File: src/rtl/compositor_pkg.sv
`default_nettype none
// ============================================================================
//  Module      : compositor_pkg
//  Description : Shared constants and types for arrow_frame_compositor.
//                Holds the lane-to-arrow code table, rating encodings, the
//                palette colours of the rating panel and the decode record
//                that travels down the ROM-latency delay line.
//  Revision    : 1.0 - initial release
// ============================================================================
package compositor_pkg;

    // Arrow codes as they appear in the game-state array, in lane order.
    // Entries past the fifth lane use codes the game never emits, so an
    // extra lane can only match if the game is extended to produce them.
    localparam logic [2:0] LANE_CODE [0:7] = '{
        3'b110,     // shake
        3'b010,     // left
        3'b001,     // up
        3'b011,     // down
        3'b100,     // right
        3'b101,
        3'b111,
        3'b111
    };

    typedef enum logic [1:0] {
        RATING_NONE      = 2'b00,
        RATING_BAD       = 2'b01,
        RATING_GOOD      = 2'b10,
        RATING_EXCELLENT = 2'b11
    } rating_t;

    localparam logic [7:0] COLOUR_EXCELLENT = 8'hDA;
    localparam logic [7:0] COLOUR_GOOD      = 8'hDB;
    localparam logic [7:0] COLOUR_BAD       = 8'hD9;
    localparam logic [7:0] COLOUR_DEFAULT   = 8'hDC;

    // Per-pixel decode carried alongside the ROM access.
    typedef struct packed {
        logic       valid;
        logic       indicator;
        logic       hit;
        logic [2:0] lane;
        logic [7:0] colour;
    } decode_t;

    function automatic logic [7:0] rating_colour(input logic [1:0] rating);
        logic [7:0] colour;
        case (rating)
            RATING_EXCELLENT: colour = COLOUR_EXCELLENT;
            RATING_GOOD:      colour = COLOUR_GOOD;
            RATING_BAD:       colour = COLOUR_BAD;
            default:          colour = COLOUR_DEFAULT;
        endcase
        return colour;
    endfunction

endpackage
`default_nettype wire

File: src/rtl/rating_hold.sv
`default_nettype none
// ============================================================================
//  Module      : rating_hold
//  Description : Per-player rating snapshot and hold timer. At each frame
//                snapshot a nonzero rating is captured and held for
//                HOLD_FRAMES frames; a zero rating lets the timer run down.
//                Drives the palette colour for the indicator panel.
//  Ports       : clock, resetn   - pixel clock, async active-low reset
//                snapshot        - frame snapshot strobe (pixel (0,0))
//                rating          - live rating from the game processor
//                colour          - panel colour for the displayed rating
//  Revision    : 1.0 - initial release
// ============================================================================
module rating_hold
    import compositor_pkg::*;
#(
    parameter int HOLD_FRAMES = 30
) (
    input  logic       clock,
    input  logic       resetn,
    input  logic       snapshot,
    input  logic [1:0] rating,
    output logic [7:0] colour
);

    localparam int CW = $clog2(HOLD_FRAMES + 2);

    logic [CW-1:0] hold_cnt;
    logic [1:0]    hold_rating;

    always_ff @(posedge clock or negedge resetn) begin
        if (!resetn) begin
            hold_cnt    <= '0;
            hold_rating <= RATING_NONE;
        end else if (snapshot) begin
            if (rating != RATING_NONE) begin
                hold_rating <= rating;
                hold_cnt    <= CW'(HOLD_FRAMES);
            end else if (hold_cnt != '0) begin
                hold_cnt <= hold_cnt - CW'(1);
            end
        end
    end

    assign colour = rating_colour((hold_cnt != '0) ? hold_rating : RATING_NONE);

endmodule
`default_nettype wire

File: src/rtl/arrow_frame_compositor.sv
`default_nettype none
// ============================================================================
//  Module      : arrow_frame_compositor
//  Description : Pipelined palette-index generator for the dance-game screen.
//                Tracks the raster position with counters, snapshots game
//                state at pixel (0,0), composites scrolling arrow sprites for
//                every player/lane over the background and renders the
//                rating panel at the bottom of the screen.
//  Ports       : clock, resetn          - pixel clock, async active-low reset
//                pixel_valid, frame_sync - pixel accept / frame restart
//                arrow_array, indicator - game state (snapshotted per frame)
//                bg_addr, bg_data       - background ROM port
//                sprite_addr, sprite_data - shared sprite ROM port, per lane
//                index, index_valid     - palette index out, 2+ROM_LATENCY
//                                         cycles after accept
//  Revision    : 1.0 - initial release
// ============================================================================
module arrow_frame_compositor
    import compositor_pkg::*;
#(
    parameter int         H_ACTIVE         = 640,
    parameter int         V_ACTIVE         = 480,
    parameter int         NUM_PLAYERS      = 2,
    parameter int         NUM_LANES        = 5,
    parameter int         LANE_WIDTH       = 64,
    parameter int         SPRITE_HEIGHT    = 64,
    parameter int         STATE_HEIGHT     = 16,
    parameter int         NUM_STATES       = 26,
    parameter int         INDICATOR_HEIGHT = 48,
    parameter int         ROM_LATENCY      = 1,
    parameter int         HOLD_FRAMES      = 30,
    parameter logic [7:0] TRANSPARENT      = 8'h00
) (
    input  logic                                clock,
    input  logic                                resetn,
    input  logic                                pixel_valid,
    input  logic                                frame_sync,
    input  logic [NUM_PLAYERS*NUM_STATES*3-1:0] arrow_array,
    input  logic [NUM_PLAYERS*2-1:0]            indicator,
    output logic [18:0]                         bg_addr,
    output logic [11:0]                         sprite_addr,
    input  logic [NUM_LANES*8-1:0]              sprite_data,
    input  logic [7:0]                          bg_data,
    output logic [7:0]                          index,
    output logic                                index_valid
);

    localparam int PANEL_W    = H_ACTIVE / NUM_PLAYERS;
    localparam int XW         = $clog2(H_ACTIVE);
    localparam int YW         = $clog2(V_ACTIVE);
    localparam int PLW        = (NUM_PLAYERS > 1) ? $clog2(NUM_PLAYERS) : 1;
    localparam int RW         = $clog2(STATE_HEIGHT + 1);
    localparam int SW         = $clog2(V_ACTIVE / STATE_HEIGHT + 2);
    localparam int NUM_CAND   = SPRITE_HEIGHT / STATE_HEIGHT;
    localparam int ARROW_ROWS = V_ACTIVE - INDICATOR_HEIGHT;
    localparam int AW         = NUM_PLAYERS * NUM_STATES * 3;

    // ------------------------------------------------------------------
    // Raster counters. They always hold the position of the next pixel;
    // frame_sync overrides that position with (0,0) for the current cycle.
    // ------------------------------------------------------------------
    logic [XW-1:0] x_cnt,    cur_x,    nxt_x;
    logic [YW-1:0] y_cnt,    cur_y,    nxt_y;
    logic [18:0]   addr_cnt, cur_addr, nxt_addr;
    logic [RW-1:0] row_cnt,  cur_row,  nxt_row;
    logic [SW-1:0] slot_cnt, cur_slot, nxt_slot;
    logic          line_end, frame_end, at_origin, take_snapshot;

    always_comb begin
        cur_x    = frame_sync ? '0 : x_cnt;
        cur_y    = frame_sync ? '0 : y_cnt;
        cur_addr = frame_sync ? '0 : addr_cnt;
        cur_row  = frame_sync ? '0 : row_cnt;
        cur_slot = frame_sync ? '0 : slot_cnt;

        line_end  = (cur_x == XW'(H_ACTIVE - 1));
        frame_end = line_end && (cur_y == YW'(V_ACTIVE - 1));
        at_origin = (cur_x == '0) && (cur_y == '0);

        nxt_x    = line_end ? '0 : cur_x + XW'(1);
        nxt_y    = cur_y;
        nxt_row  = cur_row;
        nxt_slot = cur_slot;
        nxt_addr = cur_addr + 19'd1;
        if (frame_end) begin
            nxt_y    = '0;
            nxt_row  = '0;
            nxt_slot = '0;
            nxt_addr = '0;
        end else if (line_end) begin
            nxt_y = cur_y + YW'(1);
            if (cur_row == RW'(STATE_HEIGHT - 1)) begin
                nxt_row  = '0;
                nxt_slot = cur_slot + SW'(1);
            end else begin
                nxt_row = cur_row + RW'(1);
            end
        end
    end

    assign take_snapshot = pixel_valid && at_origin;

    always_ff @(posedge clock or negedge resetn) begin
        if (!resetn) begin
            x_cnt    <= '0;
            y_cnt    <= '0;
            addr_cnt <= '0;
            row_cnt  <= '0;
            slot_cnt <= '0;
        end else if (pixel_valid) begin
            x_cnt    <= nxt_x;
            y_cnt    <= nxt_y;
            addr_cnt <= nxt_addr;
            row_cnt  <= nxt_row;
            slot_cnt <= nxt_slot;
        end else if (frame_sync) begin
            x_cnt    <= '0;
            y_cnt    <= '0;
            addr_cnt <= '0;
            row_cnt  <= '0;
            slot_cnt <= '0;
        end
    end

    // ------------------------------------------------------------------
    // Frame snapshot of the arrow state and per-player rating hold.
    // ------------------------------------------------------------------
    logic [AW-1:0]            snap_arrows;
    logic [NUM_PLAYERS*8-1:0] colour_bus;

    always_ff @(posedge clock or negedge resetn) begin
        if (!resetn) begin
            snap_arrows <= '0;
        end else if (take_snapshot) begin
            snap_arrows <= arrow_array;
        end
    end

    generate
        for (genvar g = 0; g < NUM_PLAYERS; g++) begin : g_players
            rating_hold #(
                .HOLD_FRAMES (HOLD_FRAMES)
            ) u_rating_hold (
                .clock    (clock),
                .resetn   (resetn),
                .snapshot (take_snapshot),
                .rating   (indicator[2*g +: 2]),
                .colour   (colour_bus[8*g +: 8])
            );
        end
    endgenerate

    // ------------------------------------------------------------------
    // Region decode: player and lane by comparator chains on x.
    // ------------------------------------------------------------------
    logic [PLW-1:0] player;
    logic [XW-1:0]  local_x, col;
    logic [2:0]     lane;

    always_comb begin
        player  = '0;
        local_x = cur_x;
        for (int p = 1; p < NUM_PLAYERS; p++) begin
            if (cur_x >= XW'(p * PANEL_W)) begin
                player  = PLW'(p);
                local_x = cur_x - XW'(p * PANEL_W);
            end
        end
        lane = '0;
        col  = local_x;
        for (int l = 1; l < NUM_LANES; l++) begin
            if (local_x >= XW'(l * LANE_WIDTH)) begin
                lane = 3'(l);
                col  = local_x - XW'(l * LANE_WIDTH);
            end
        end
    end

    // ------------------------------------------------------------------
    // Arrow hit search. Candidate k looks at state slot n-k; scanning from
    // the top candidate down lets the lowest hitting k win. Pixel (0,0)
    // takes its state straight from the port, since the snapshot register
    // only loads on that same edge.
    // ------------------------------------------------------------------
    logic [AW-1:0] arrows_eff;
    logic          hit, in_ind;
    int            hit_k, slot_idx, sel_idx, sprite_row;
    logic [11:0]   sprite_nxt;

    always_comb begin
        arrows_eff = at_origin ? arrow_array : snap_arrows;
        hit        = 1'b0;
        hit_k      = 0;
        slot_idx   = 0;
        sel_idx    = 0;
        for (int k = NUM_CAND - 1; k >= 0; k--) begin
            slot_idx = int'(cur_slot) - k;
            if (slot_idx >= 0 && slot_idx < NUM_STATES) begin
                sel_idx = int'(player) * NUM_STATES + slot_idx;
                if (arrows_eff[3*sel_idx +: 3] == LANE_CODE[lane]) begin
                    hit   = 1'b1;
                    hit_k = k;
                end
            end
        end
        in_ind     = (int'(cur_y) >= ARROW_ROWS);
        // y - STATE_HEIGHT*(n-k) reduces to k*STATE_HEIGHT + row-in-slot.
        sprite_row = hit_k * STATE_HEIGHT + int'(cur_row);
        sprite_nxt = 12'(sprite_row * LANE_WIDTH + int'(col));
    end

    // ------------------------------------------------------------------
    // Stage 1 and the ROM-latency delay line.
    // ------------------------------------------------------------------
    decode_t pipe [0:ROM_LATENCY];
    decode_t s1_nxt;
    decode_t out_d;

    always_comb begin
        s1_nxt.valid     = pixel_valid;
        s1_nxt.indicator = in_ind;
        s1_nxt.hit       = hit && !in_ind;
        s1_nxt.lane      = lane;
        // Panel colour is captured now: the hold state may advance on the
        // very next pixel if it is the next frame's (0,0).
        s1_nxt.colour    = colour_bus[8*player +: 8];
    end

    always_ff @(posedge clock or negedge resetn) begin
        if (!resetn) begin
            bg_addr     <= '0;
            sprite_addr <= '0;
            for (int i = 0; i <= ROM_LATENCY; i++) begin
                pipe[i] <= '0;
            end
        end else begin
            pipe[0] <= s1_nxt;
            if (pixel_valid) begin
                bg_addr <= cur_addr;
                if (s1_nxt.hit) begin
                    sprite_addr <= sprite_nxt;
                end
            end
            for (int i = 1; i <= ROM_LATENCY; i++) begin
                pipe[i] <= pipe[i-1];
            end
        end
    end

    // ------------------------------------------------------------------
    // Output stage.
    // ------------------------------------------------------------------
    logic [7:0] lane_px, index_nxt;

    assign out_d = pipe[ROM_LATENCY];

    always_comb begin
        lane_px = sprite_data[8*out_d.lane +: 8];
        if (out_d.indicator) begin
            index_nxt = out_d.colour;
        end else if (out_d.hit && (lane_px != TRANSPARENT)) begin
            index_nxt = lane_px;
        end else begin
            index_nxt = bg_data;
        end
    end

    always_ff @(posedge clock or negedge resetn) begin
        if (!resetn) begin
            index       <= '0;
            index_valid <= 1'b0;
        end else begin
            index_valid <= out_d.valid;
            if (out_d.valid) begin
                index <= index_nxt;
            end
        end
    end

endmodule
`default_nettype wire
File: config.mk
export PLATFORM = sky130hd
export DESIGN_NAME = arrow_frame_compositor
export DESIGN_NICKNAME = d
export VERILOG_FILES = /design/src/rtl/compositor_pkg.sv /design/src/rtl/rating_hold.sv /design/src/rtl/arrow_frame_compositor.sv
export SDC_FILE = /design/constraint.sdc
export NUM_CORES = 2
export LEC_CHECK = 0
export CORE_UTILIZATION = 60
export CTS_BUF_LIST = sky130_fd_sc_hd__clkbuf_4 sky130_fd_sc_hd__clkbuf_8
export CTS_CLUSTER_DIAMETER = 200
export DETAILED_ROUTE_END_ITERATION = 6
export PLACE_DENSITY = 0.82
export SYNTH_ARGS = -nofsm -noshare
export SYNTH_HDL_FRONTEND = slang
export SYNTH_SLANG_ARGS = --single-unit
export TNS_END_PERCENT = 50
File: constraint.sdc
create_clock -name clock -period 10.8 [get_ports clock]
set_input_delay 2.7 -clock clock [delete_from_list [all_inputs] [get_ports clock]]
set_output_delay 2.7 -clock clock [all_outputs]
set_load 0.01 [all_outputs]
==> metrics.txt, run 1 <==
depth of the CTS H-tree 2; Post-synth ARST share 100%; largest net degree at the start of global routing 166; CTS Buffer Depth 3; Yosys warnings 0; stop err [ERROR GRT-0232] Routing congestion too high. Check the congestion heatmap in the GUI.; Post-Synthesis Mean Instance Area 7.49 sq um; dpl ws 0.0720 ns; # hold bufs at CTS 0; GRT Total Usage 65.4%; Boundary Pins 252; I/O Buffers 251; Post-CTS Setup Bufs 0; Synth Register Bits 278; clk root buf clkbuf_8; outcome stopped before the end; num rows 82; Initial Util 61.0%; register area share after synthesis 22.7%; Die H 228 microns; Synth cell types 98; die width 228 microns; cells after synthesis 4090; CTS buffer count 49; GP Congestion 1.61; last stage reached global routing; post-cts sizing count 0; Post-Syn Nets 4385; HPWL Detailed 110000 microns; CTS sink count 278; Overflow after GRT 21; Post-synth top flop dfrtp_1; Placed Cells 4823; Post-Syn Area 30600 sq um; Post-synth EDFFs 0
cell families after synthesis:
family          share of synthesized area [%]
flops                                    22.7
xor+xnor                                 2.46
mux                                      13.8
buf+inv                                  5.62
other cells                            0.0122
fa+ha+maj                                3.52
compound gates                           26.2
simple gates                             25.7
synth_stat cells, types with 57 or more instances:
| master | count | area share [%] |
|---|---|---|
| mux4_2 | 99 | 7.3 |
| o211ai_1 | 64 | 1.6 |
| o22ai_1 | 57 | 1.2 |
| a31oi_1 | 60 | 1.2 |
| ha_1 | 79 | 3.2 |
| nor3_1 | 91 | 1.5 |
| mux2i_1 | 154 | 5.0 |
| inv_1 | 59 | 0.72 |
| o21ai_0 | 243 | 4.0 |
| nor2_1 | 271 | 3.3 |
| dfrtp_1 | 278 | 23 |
| clkbuf_1 | 212 | 2.6 |
| a211oi_1 | 70 | 1.7 |
| a21oi_1 | 239 | 3.9 |
| and2_1 | 61 | 1.2 |
| nand2_1 | 881 | 11 |
| nand3_1 | 233 | 3.8 |
metrics by stage:
stage | area, sq um | hold WS (ns)
after detailed placement | 33800 | 0.335
after global placement | 33800 | 0.332
after floorplan | 30700 | 0.331
after CTS | 34900 | 0.344
metal layers:
layer  overflow  track usage (%)
met5          0             36.1
met4         11             48.7
met3          3             55.2
met2          5             76.5
met1          2             71.5
==> run 2: changes to the inputs <==
CORE_UTILIZATION = 40   (was 60)
CTS_BUF_LIST = unset   (was sky130_fd_sc_hd__clkbuf_4 sky130_fd_sc_hd__clkbuf_8)
CTS_CLUSTER_DIAMETER = unset   (was 200)
PLACE_DENSITY = unset   (was 0.82)
PLACE_DENSITY_LB_ADDON = 0.15   (was unset)
==> run 2 against run 1 <==
  * The flow now finishes, with violations (design-rule violations)
  * Area after synthesis did not move
  * Synthesized cell count did not move
==> metrics.txt, run 2 <==
outcome finished with violations; failing checks design-rule violations; Max IR drop VDD 145 uV; HPWL Detailed 151000 microns (+38%); crit path time final 10.70 ns; Post-Synthesis Mean Instance Area 7.49 sq um (unchanged); CP dominant cell by count ha_1; CP delay by family, top simple AND/OR/NAND/NOR gates; antenna violations before repair 28; Reg with most FFs snap_arrows; Post-Route WL 198000 microns; Worst Tran Pin Value 1.42 ns; # hold bufs at CTS 0 (unchanged); Post-Syn Nets 4385 (unchanged); Avg WL per Cell 37.3 microns; crit path launch type input pin; HP Class flip-flop to flip-flop; register area share after synthesis 22.7% (unchanged); RSZ-0062 raised after global routing false; maxcap violations 0; Antenna Nets Post-Route 0; first-pass GRT wire length 273000 microns; Clock Latency Late Sink 0.60 ns; Storage cell area 6960 sq um; layout net count 4580; largest net degree at the start of global routing 148; fill cell count 7568; Tcrit/Tclk final 99.1%; DP Area 35100 sq um (+3.8%); num rows 101 (+23%); Post-Syn Area 30600 sq um (unchanged); Slowest Stage Delay on Critical Path 0.97 ns; WP buf/inv 4; slowest CP cell nor4b_1; Die Footprint 77700 sq um; Post-synth top flop dfrtp_1; vias in the first global route 34.8k; post-cts sizing count 0 (unchanged); dpl ws -0.0429 ns (-0.115 ns); static leakage power 15.2 nW; Post-CTS Setup Bufs 0 (unchanged); most common cell after layout, fill and taps aside nand2_1; WHS Path Cells 0; Synth Register Bits 278 (unchanged); Layout area overhead 18.3%; Synth cell types 98 (unchanged); synth cell count leaders nand2_1 (881), dfrtp_1 (278), nor2_1 (271); setup tns final 0 ns; Yosys warnings 0 (unchanged); fraction of final layout cells sized beyond drive strength 1 11.3%; post-route cell area 36300 sq um; FMAX 93.4 MHz; Largest register FFs 156; CTS buffer count 35 (-29%); core area 75800 sq um; Max Fanout on Critical Path 6; Multi-input gate area 22100 sq um; worst r2r dst sprite_addr[11]$_DFFE_PN0P_; Post-synth ARST share 100% (unchanged); Power Total 3.90 mW; Die H 279 microns (+22%); GP Congestion 1.17 (-27%); clk root buf clkbuf_16; Worst EP required 11.22 ns; Boundary Pins 252 (unchanged); vias per cell 7.20; Setup Viol. Count Final 0; critical path endpoint category flip-flop; Initial Util 40.4% (-21 points); I/O Buffers 251 (unchanged); drt first pass iters 7; top flop regs snap_arrows: 156 flops, addr_cnt: 19 flops, bg_addr: 19 flops; 1st-iter DRT viols 6340; Worst-path clk slew 0.05 ns; CTS Buffer Depth 3 (unchanged); Post-synth EDFFs 0 (unchanged); CTS tree built; Worst EP arrival 11.12 ns; residual DRC count 29; ranking of synthesized cells by area dfrtp_1 (23%), nand2_1 (11%), mux4_2 (7.3%); WHS Endpoint out_d[10]$_DFF_PN0_; R2R Setup Slk 1.96 ns; CTS sink count 278 (unchanged); critical setup path kind input pin to flip-flop; most frequent cell after synthesis nand2_1; depth of the CTS H-tree 2 (unchanged); Worst Clk Skew 0.0494 ns; Synth area leader dfrtp_1; Worst R2R Path Depth 29; final hold vios 0; worst reg2reg startpoint x_cnt[7]$_DFF_PN0_; final core occ 47.8%; Pwr Density 108 nW/um^2; GRT Total Usage 49.4%; cells after synthesis 4090 (unchanged); Synth top area share 22.7% (unchanged); setup ws final 0.0962 ns; max-slew violations 0; Max-slew headroom 4.29%; via count 38.2k; most frequent cells in the layout nand2_1 (879), dfrtp_1 (278), nor2_1 (269); Hold Startpoint pipe[24]$_DFF_PN0_; die width 279 microns (+22%); Overflow after GRT 0; Levels on crit path 30
-- run 2: cell counts after synthesis --
Identical to the previous run, type by type.
-- run 2: cells by family after synthesis --
group           share of synthesized area [%]
compound gates                           26.2
xor+xnor                                 2.46
fa+ha+maj                                3.52
buf+inv                                  5.62
flops                                    22.7
mux                                      13.8
other cells                            0.0122
simple gates                             25.7
-- run 2: cell type report --
class                           count  share of cell area [%]
Timing Repair Buffer              489                    12.5
Sequential cell                   278                    19.2
Tap cell                          978                    3.38
Clock inverter                      9                   0.307
Inverter                           67                   0.714
Clock buffer                       52                    2.84
Multi-Input combinational cell   3414                    61.0
Antenna cell                       12                  0.0828
-- run 2: metrics by stage --
step                hold slack [ns]  cells
CTS                           0.346   5287
global placement              0.333   5226
finish                        0.341   5299
detailed placement            0.335   5226
floorplan                     0.331   4090
global route                  0.350   5291
-- run 2: worst max-delay path by stage --
stage	from	end	slack, ns
global route	frame_sync	sprite_addr[11]$_DFFE_PN0P_	0.14
detailed placement	frame_sync	sprite_addr[11]$_DFFE_PN0P_	-0.04
floorplan	frame_sync	sprite_addr[11]$_DFFE_PN0P_	0.03
CTS	frame_sync	sprite_addr[11]$_DFFE_PN0P_	0.43
global placement	frame_sync	sprite_addr[11]$_DFFE_PN0P_	-0.07
finish	frame_sync	sprite_addr[11]$_DFFE_PN0P_	0.1
-- run 2: worst reg2reg max path: cells and delay by family (launching register included) --
family / cells / cell delay (ns)
xor gates and xnor gates: 4 / 0.96
buffers and inverters: 1 / 0.14
DFF: 1 / 0.50
AOI/OAI and AO/OA: 11 / 2.71
adders and majority gates: 5 / 1.48
and+or+nand+nor: 8 / 2.89
-- run 2: power breakdown --
part	switching, mW	internal (mW)	total, mW	leakage (nW)
sequential	0.118	1.17	1.29	3.52
combinational	0.909	0.496	1.40	11.2
clock	0.517	0.689	1.21	0.563
-- run 2: metal layers --
metal / GRT usage (%) / up-vias / routed length (microns)
met1: 66.8 / 18761 / 79900
li1: - / 15595 / -
met5: 2.63 / - / 403
met4: 23.2 / 30 / 11600
met3: 22.0 / 685 / 30200
met2: 65.8 / 3080 / 75800
Note: power is estimated with default switching activity, not from simulation.
